[src/rtl/bank_burst_ctrl_if.sv]
// bank_burst_ctrl_if: command, write-beat and read-beat handshakes between a
// requester (master) and bank_burst_ctrl (slave).
// Define AUTO_PRECHARGE_EN to add the cmd_ap signal.
interface bank_burst_ctrl_if #(
    parameter int DEVICE_WIDTH = 4,
    parameter int COLWIDTH     = 10,
    parameter int CHWIDTH      = 5
);
    logic                    cmd_valid;
    logic                    cmd_ready;
    logic [1:0]              cmd_op;
    logic [CHWIDTH-1:0]      cmd_row;
    logic [COLWIDTH-1:0]     cmd_col;
    logic                    cmd_err;
`ifdef AUTO_PRECHARGE_EN
    logic                    cmd_ap;
`endif
    logic                    wr_valid;
    logic [DEVICE_WIDTH-1:0] wr_data;
    logic                    wr_ready;
    logic                    rd_valid;
    logic [DEVICE_WIDTH-1:0] rd_data;

    modport master (
`ifdef AUTO_PRECHARGE_EN
        output cmd_ap,
`endif
        output cmd_valid, cmd_op, cmd_row, cmd_col,
        input  cmd_ready, cmd_err,
        output wr_valid, wr_data,
        input  wr_ready,
        input  rd_valid, rd_data
    );

    modport slave (
`ifdef AUTO_PRECHARGE_EN
        input  cmd_ap,
`endif
        input  cmd_valid, cmd_op, cmd_row, cmd_col,
        output cmd_ready, cmd_err,
        input  wr_valid, wr_data,
        output wr_ready,
        output rd_valid, rd_data
    );
endinterface

[src/rtl/bank_burst_ctrl.sv]
// bank_burst_ctrl: command stage in front of a Bank array. Tracks the open row
// slot and expands each RD/WR into a BL-beat column burst that wraps inside
// the BL-aligned column block. Read beats come back one cycle after their
// address as Bank dqout with rd_valid.
// Optional feature: define AUTO_PRECHARGE_EN to add cmd_ap; a RD/WR issued
// with cmd_ap=1 closes the row (returns to IDLE) after its last beat.
//
// state    | meaning
// ---------+------------------------------------------------------------
// IDLE     | no open row; ACT opens one, PRE is a no-op, RD/WR illegal
// ACTIVE   | row open; RD/WR start a burst, PRE closes, ACT illegal
// RD_BURST | one read beat address per cycle, never stalls
// WR_BURST | one write beat per cycle in which wr_valid is high
module bank_burst_ctrl #(
    parameter int DEVICE_WIDTH = 4,
    parameter int COLWIDTH     = 10,
    parameter int CHWIDTH      = 5,
    parameter int BL           = 8
) (
    input  logic                    clk,
    input  logic                    rst_n,
    bank_burst_ctrl_if.slave        bus,
    output logic                    bank_rd_o_wr,
    output logic [DEVICE_WIDTH-1:0] bank_dqin,
    input  logic [DEVICE_WIDTH-1:0] bank_dqout,
    output logic [CHWIDTH-1:0]      bank_row,
    output logic [COLWIDTH-1:0]     bank_column
);
    localparam int                  BW        = (BL > 1) ? $clog2(BL) : 1;
    localparam logic [COLWIDTH-1:0] BLK_MASK  = COLWIDTH'(BL - 1);
    localparam logic [BW-1:0]       LAST_BEAT = BW'(BL - 1);

    localparam logic [1:0] OP_ACT = 2'b00;
    localparam logic [1:0] OP_RD  = 2'b01;
    localparam logic [1:0] OP_WR  = 2'b10;
    localparam logic [1:0] OP_PRE = 2'b11;

    typedef enum logic [1:0] {IDLE, ACTIVE, RD_BURST, WR_BURST} state_t;

    state_t              state;
    logic [CHWIDTH-1:0]  open_row;
    logic [COLWIDTH-1:0] base;
    logic [BW-1:0]       beat;
    logic                close_after;
    logic                err_q;
    logic                rd_valid_q;

    logic                ap_req;
    logic                cmd_fire;
    logic                wr_fire;
    logic                last_beat;
    logic                in_burst;
    logic [COLWIDTH-1:0] beat_col;

`ifdef AUTO_PRECHARGE_EN
    assign ap_req = bus.cmd_ap;
`else
    assign ap_req = 1'b0;
`endif

    assign bus.cmd_ready = (state == IDLE) || (state == ACTIVE);
    assign cmd_fire      = bus.cmd_valid && bus.cmd_ready;
    assign wr_fire       = (state == WR_BURST) && bus.wr_valid;
    assign last_beat     = (beat == LAST_BEAT);
    assign in_burst      = (state == RD_BURST) || (state == WR_BURST);

    // Upper column bits come from the start column; the low log2(BL) bits
    // count modulo BL so the burst wraps inside its aligned block.
    assign beat_col = (base & ~BLK_MASK) | ((base + COLWIDTH'(beat)) & BLK_MASK);

    // Bank-side signals are combinational so a consumed write beat reaches
    // Bank in the same cycle; reset forces them to idle values immediately.
    assign bank_row      = open_row;
    assign bank_column   = in_burst ? beat_col : '0;
    assign bank_rd_o_wr  = wr_fire;
    assign bank_dqin     = wr_fire ? bus.wr_data : '0;

    assign bus.wr_ready  = (state == WR_BURST);
    assign bus.cmd_err   = err_q;
    assign bus.rd_valid  = rd_valid_q;
    assign bus.rd_data   = bank_dqout;

    // Command decode, burst sequencing and the registered strobes.
    always_ff @(posedge clk or negedge rst_n) begin
        if (!rst_n) begin
            state       <= IDLE;
            open_row    <= '0;
            base        <= '0;
            beat        <= '0;
            close_after <= 1'b0;
            err_q       <= 1'b0;
            rd_valid_q  <= 1'b0;
        end else begin
            err_q      <= 1'b0;
            rd_valid_q <= (state == RD_BURST);
            unique case (state)
                IDLE: begin
                    if (cmd_fire) begin
                        case (bus.cmd_op)
                            OP_ACT: begin
                                open_row <= bus.cmd_row;
                                state    <= ACTIVE;
                            end
                            OP_PRE:  begin end
                            default: err_q <= 1'b1;
                        endcase
                    end
                end
                ACTIVE: begin
                    if (cmd_fire) begin
                        case (bus.cmd_op)
                            OP_RD: begin
                                base        <= bus.cmd_col;
                                beat        <= '0;
                                close_after <= ap_req;
                                state       <= RD_BURST;
                            end
                            OP_WR: begin
                                base        <= bus.cmd_col;
                                beat        <= '0;
                                close_after <= ap_req;
                                state       <= WR_BURST;
                            end
                            OP_PRE:  state <= IDLE;
                            default: err_q <= 1'b1;
                        endcase
                    end
                end
                RD_BURST: begin
                    beat <= beat + 1'b1;
                    if (last_beat) begin
                        state <= close_after ? IDLE : ACTIVE;
                    end
                end
                WR_BURST: begin
                    if (bus.wr_valid) begin
                        beat <= beat + 1'b1;
                        if (last_beat) begin
                            state <= close_after ? IDLE : ACTIVE;
                        end
                    end
                end
            endcase
        end
    end
endmodule

[src/flat_wrapper.sv]
// flat-port wrapper written by rule: the top's interface ports become plain ports
module bank_burst_ctrl_flat 
#(
    parameter int DEVICE_WIDTH = 4,
    parameter int COLWIDTH     = 10,
    parameter int CHWIDTH      = 5,
    parameter int BL           = 8
)
  (clk, rst_n, bank_rd_o_wr, bank_dqin, bank_dqout, bank_row, bank_column, bus_cmd_valid, bus_cmd_op, bus_cmd_row, bus_cmd_col, bus_cmd_ready, bus_cmd_err, bus_wr_valid, bus_wr_data, bus_wr_ready, bus_rd_valid, bus_rd_data);
  bank_burst_ctrl_if #(.DEVICE_WIDTH(DEVICE_WIDTH), .COLWIDTH(COLWIDTH), .CHWIDTH(CHWIDTH)) bus_i ();
  input  logic clk;
  input  logic rst_n;
  output logic bank_rd_o_wr;
  output logic [DEVICE_WIDTH-1:0] bank_dqin;
  input  logic [DEVICE_WIDTH-1:0] bank_dqout;
  output logic [CHWIDTH-1:0] bank_row;
  output logic [COLWIDTH-1:0] bank_column;
  input wire logic [$bits(bus_i.cmd_valid)-1:0] bus_cmd_valid;
  input wire logic [$bits(bus_i.cmd_op)-1:0] bus_cmd_op;
  input wire logic [$bits(bus_i.cmd_row)-1:0] bus_cmd_row;
  input wire logic [$bits(bus_i.cmd_col)-1:0] bus_cmd_col;
  output wire logic [$bits(bus_i.cmd_ready)-1:0] bus_cmd_ready;
  output wire logic [$bits(bus_i.cmd_err)-1:0] bus_cmd_err;
  input wire logic [$bits(bus_i.wr_valid)-1:0] bus_wr_valid;
  input wire logic [$bits(bus_i.wr_data)-1:0] bus_wr_data;
  output wire logic [$bits(bus_i.wr_ready)-1:0] bus_wr_ready;
  output wire logic [$bits(bus_i.rd_valid)-1:0] bus_rd_valid;
  output wire logic [$bits(bus_i.rd_data)-1:0] bus_rd_data;
  assign bus_i.cmd_valid = bus_cmd_valid;
  assign bus_i.cmd_op = bus_cmd_op;
  assign bus_i.cmd_row = bus_cmd_row;
  assign bus_i.cmd_col = bus_cmd_col;
  assign bus_cmd_ready = bus_i.cmd_ready;
  assign bus_cmd_err = bus_i.cmd_err;
  assign bus_i.wr_valid = bus_wr_valid;
  assign bus_i.wr_data = bus_wr_data;
  assign bus_wr_ready = bus_i.wr_ready;
  assign bus_rd_valid = bus_i.rd_valid;
  assign bus_rd_data = bus_i.rd_data;
  bank_burst_ctrl #(.DEVICE_WIDTH(DEVICE_WIDTH), .COLWIDTH(COLWIDTH), .CHWIDTH(CHWIDTH), .BL(BL)) u_core (.clk(clk), .rst_n(rst_n), .bus(bus_i), .bank_rd_o_wr(bank_rd_o_wr), .bank_dqin(bank_dqin), .bank_dqout(bank_dqout), .bank_row(bank_row), .bank_column(bank_column));
endmodule
[config.mk]
export PLATFORM = sky130hd
export DESIGN_NAME = bank_burst_ctrl_flat
export DESIGN_NICKNAME = d
export VERILOG_FILES = /design/src/rtl/bank_burst_ctrl_if.sv /design/src/rtl/bank_burst_ctrl.sv /design/src/flat_wrapper.sv
export SDC_FILE = /design/constraint.sdc
export NUM_CORES = 1
export LEC_CHECK = 0
export BUFFER_PORTS_ARGS = -buffer_cell sky130_fd_sc_hd__buf_4
export CAP_MARGIN = 20
export CORE_MARGIN = 1.5
export CORE_UTILIZATION = 48
export CTS_CLUSTER_DIAMETER = 150
export CTS_CLUSTER_SIZE = 10
export DETAILED_ROUTE_END_ITERATION = 8
export PLACE_DENSITY = 0.91
export SLEW_MARGIN = 0
export SYNTH_ARGS = -nofsm -noshare
export SYNTH_HDL_FRONTEND = slang
export SYNTH_SLANG_ARGS = --single-unit
[constraint.sdc]
create_clock -name clk -period 2.24 [get_ports clk]
set_input_delay 0.112 -clock clk [delete_from_list [all_inputs] [get_ports clk]]
set_output_delay 0.112 -clock clk [all_outputs]
set_load 0.02 [all_outputs]
Word-level counts from Yosys, hierarchy flattened
Cells that the tools add are included.
Operators by class
  reduce and logical (&&, ||, !) cells: 14
  add/sub/neg operators: 2
  muxes and demuxes: 18
  equal/unequal tests: 13
  bitwise gates (word level): 1
Operators by type and width (number)
  10-bit 2-to-1 mux: 1
  2-bit 2-to-1 mux: 5
  10-bit by 3-bit OR with 10-bit output: 1
  3-bit 2-to-1 mux: 3
  3-bit one-hot mux with 3 select lines: 1
  2-bit equality test (second input constant): 4
  2-bit one-hot mux with 4 select lines: 1
  2-bit inequality test (second input constant): 3
  2-bit one-hot mux with 3 select lines: 1
  3-bit AND reduction: 2
  5-bit AND reduction: 1
  2-bit by 1-bit equality test with 1-bit output (second input constant): 2
  2-bit logical NOT: 2
  1-bit 2-to-1 mux: 4
  4-bit 2-to-1 mux: 1
  2-bit by 1-bit inequality test with 1-bit output (second input constant): 2
  4-bit inequality test (second input constant): 1
  4-bit AND reduction: 1
  2-bit OR reduction: 2
  3-bit by 1-bit adder with 3-bit output (second input constant): 1
  3-bit adder: 1
  3-bit equality test (second input constant): 1
  3-bit nonzero test: 1
  3-bit OR reduction: 1
  3 further kinds: 5
Storage, ports and cells
  output and inout bits: 28
  input port bits: 29
  logic and storage cells: 54
  register bits: 22

Depth between registers and ports, before layout
  depth after elaboration: 5
  depth in mapped cells: 6
  mapped depth without buffers: 5

Least setup slack after synthesis
OpenSTA, ideal clock, no wires.
  kind: register -> output
  from: register u_core.beat[0]
  to: output port bank_column[2]
  path buffers: 0
  path slack: 0.749 ns
  arrival time: 1.379 ns
  cell stages (with the launch flop): 5
  cell sequence: dfrtp_1 > ha_1 > fa_1 > xnor2_1 > nor2_1
On the way
  longest elaborated chain between the ends: 3
Ends and longest elaborated chain
  from (decl): RTL line bank_burst_ctrl.sv:43  | logic [BW-1:0] beat;
  from (signal assigned): RTL line bank_burst_ctrl.sv:130  | beat <= beat + 1'b1;
  from (signal assigned): RTL line bank_burst_ctrl.sv:137  | beat <= beat + 1'b1;
  3-bit adder: RTL line bank_burst_ctrl.sv:69  | assign beat_col = (base & ~BLK_MASK) | ((base + COLWIDTH'(beat)) & BLK_MASK);
  10-bit by 3-bit OR with 10-bit output: RTL line bank_burst_ctrl.sv:69
  10-bit 2-to-1 mux: RTL line bank_burst_ctrl.sv:74  | assign bank_column = in_burst ? beat_col : '0;
  to (decl): RTL line flat_wrapper.sv:17  | output logic [COLWIDTH-1:0] bank_column;
Every way passes these cells.

Worst setup path after layout
Same ends and word-level chain as after synthesis.

==> key figures <==
Finish
  – Most frequent cells in the layout: buf_4 (49), dfrtp_1 (22), mux2_2 (15)
  – # diodes: 0
  – Finished layout cell area: 1550 µm²
  – Nets: 179
  – Commonest non-fill, non-tap cell in the layout: buf_4
  – Share of cells above drive strength 1: 0.489
  – Layout area overhead: 34.7%

STA
  – Final TNS setup: 0 ns
  – Worst Skew: 0.00282 ns
  – Slack of the critical path: 0.395 ns
  – Tcrit/Tclk final: 0.824
  – Fin crit period: 1.84 ns
  – Final Max Tran Viols: 0
  – Fmax: 542 MHz
  – Final Hold Vio Count: 0
  – Slew HR: 0.670
  – Final setup violation count: 0
  – RSZ-0062 raised after global routing: false
  – Least-Margin Pin Slew: 0.495 ns

Global route
  – GRT Total Usage: 0.195
  – Largest net degree at the start of global routing: 23
  – Antenna violations before repair: 0
  – Vias in the first global route: 917
  – Global-route wire length before repair: 3.74 mm
  – Grt total ovfl: 0

Critical path
  – Worst path bufs/invs: 1
  – Maximum fanout along the worst path: 4
  – Slowest-stage cell, CP: dfrtp_1
  – Reg2Reg Capture Point: u_core.bank_row[1]
  – Crit-path cells: ha_1 > fa_1 > xnor2_1 > nor2_1 > buf_4
  – Reg-to-Reg Start: u_core.state[1]
  – Crit-path max cell delay: 0.44 ns
  – Worst setup SP type: register
  – WP data arrival: 1.73 ns
  – Critical path data required time: 2.13 ns
  – Crit. End Element: primary output
  – R2r setup slk: 0.53 ns
  – Crit-path leading delay family: adder cells
  – Critical path type: register to primary output
  – R2R cell count: 3

Power and ir drop
  – Power Density: 1420 nW/µm²
  – Worst vdd ir: 1.01 mV
  – Leakage: 0.806 nW
  – Pwr Total: 2.20 mW

Clocking
  – Clk_lat worst skew: 0.30 ns
  – Cts repair resizes: 0
  – Setup bufs post-CTS: 0
  – CTS tree: yes
  – Reg clk slew, reported paths: 0.11 ns
  – H-tree levels: 1
  – CTS Buf Count: 3
  – Clock Tree Root: clkbuf_4
  – Clock tree buffer depth: 2
  – Num Clock Sinks: 22

Synthesis
  – Yosys cell types: 25
  – EDFF count, synth: 0
  – Sequential area share after synthesis: 0.478
  – Mapped Area: 1150 µm²
  – Synthesized area per cell: 12.1 µm²
  – Asr flop ratio synth: 1.00
  – Largest family of logic cells by synthesized area: multiplexers
  – Simple-Gate Fraction of Synth Area: 0.140
  – Mapped Nets: 132
  – Mux share of post-synthesis cell area: 0.164
  – Most common flop cell mapped by yosys: dfrtp_1
  – Post-Synth Adder-Cell Area: 0.0935
  – Synth warn: 0
  – Synth Instances: 95
  – Xor/xnor share of the synthesized area: 0.0152
  – Flops & latches, synth: 22
  – Compound-Gate Fraction of Synth Area: 0.0522

Placement
  – GPL Wtd Cong: 0.722
  – I/O Buffers: 48
  – Placed cell areas: 1500 µm²
  – DP Wirelength: 1.96 mm
  – Worst Setup Slack post-DPL: 0.548 ns

Die
  – Starting Density: 0.515
  – Die ar.: 2700 µm²
  – Row cnt: 17
  – # IOs: 57
  – Die H: 52.0 µm
  – CORE AREA: 2230 µm²
  – Width of the die: 52.0 µm

Drt
  – Routed Antenna Nets: 0
  – DRC viols: 0
  – DR vias/cell: 5.07
  – TritonRoute pass-1 iters: 4
  – DR vias: 856
  – WL/cell: 14.5 µm
  – DRT iter0 DRCs: 8
  – Total wire length: 2.45 mm

Min path
  – Min-delay src: bus_cmd_col[8]
  – Hold EP: u_core.base[8]
  – Hold Crit Class: primary input to register
  – Hold Crit Depth: 2

Run
  – MaxCap Viol Count: 0

Run status
  – Status: completed
==> power by group <==
group          internal (mW)  switching (mW)
combinational          0.627           0.613
sequential             0.583           0.168
clock                 0.0991           0.109
==> synth_stat cells (2+ instances only) <==
cell type / instances / area (µm²)
dfrtp_1: 22 / 551
mux2_2: 15 / 169
and2_1: 14 / 87.6
ha_1: 7 / 87.6
buf_4: 5 / 37.5
inv_1: 4 / 15.0
nor2_1: 4 / 15.0
a31oi_1: 2 / 12.5
a32o_1: 2 / 20.0
clkbuf_1: 2 / 7.51
mux2i_1: 2 / 20.0
nand2_1: 2 / 7.51
nand2b_1: 2 / 12.5
==> kinds of logic after synthesis <==
| kind of cell | Yosys count |
|---|---|
| AND/OR/NAND/NOR | 26 |
| flip-flops | 22 |
| multiplexers | 17 |
| buffers and inverters | 12 |
| AO/OA/AOI/OAI | 8 |
| adder cells (fa/ha/maj) | 8 |
| XOR/XNOR | 2 |
==> timing repair <==
item,in CTS,in global routing
setup endpoints to repair,0,0
hold buffers,1,0
hold endpoints to repair,22,0
==> routing by layer <==
metal	track usage	up-vias	part of all wire
met5	0	-	0
met4	0.110	0	0.036
met3	0.0661	10	0.065
met2	0.369	34	0.56
met1	0.176	404	0.34
li1	-	408	-
==> area by class of cell <==
cell class | count | area (µm²)
repair buffers | 50 | 378
fillers | 171 | 683
inverters | 4 | 15.0
clock buffers | 4 | 36.3
multi-input cells | 61 | 536
well taps | 28 | 35.0
flip-flops and latches | 22 | 551
==> state kept, by name, indices dropped and copies added (netlist names) <==
signal and count:
u_core.beat 3, u_core.bus.rd_valid 1, u_core.state 2, u_core.bank_row 5, u_core.bus.cmd_err 1, u_core.base 10
==> through the flow <==
stage,hold slack (ns),std cells,util
6_report,0.0369,169,0.694
5_1_grt,0.0140,169,0.694
4_1_cts,0.0207,169,0.694
3_5_place_dp,0.0113,164,0.673
3_3_place_gp,0.00943,164,0.673
2_1_floorplan,-0.184,95,-
==> how the worst max path moves through the flow <==
stage          slack (ns)                 end       startpoint  cells past startpoint
3_5_place_dp         0.55  u_core.bank_row[1]  u_core.state[1]                      3
6_report             0.40      bank_column[2]   u_core.beat[0]                      5
2_1_floorplan        0.75      bank_column[2]   u_core.beat[0]                      4
4_1_cts              0.37      bank_column[2]   u_core.beat[0]                      5
3_3_place_gp         0.62  u_core.bank_row[1]  u_core.state[1]                      3
5_1_grt              0.32      bank_column[2]   u_core.beat[0]                      5
No activity file was read; power rests on OpenSTA's default activity.
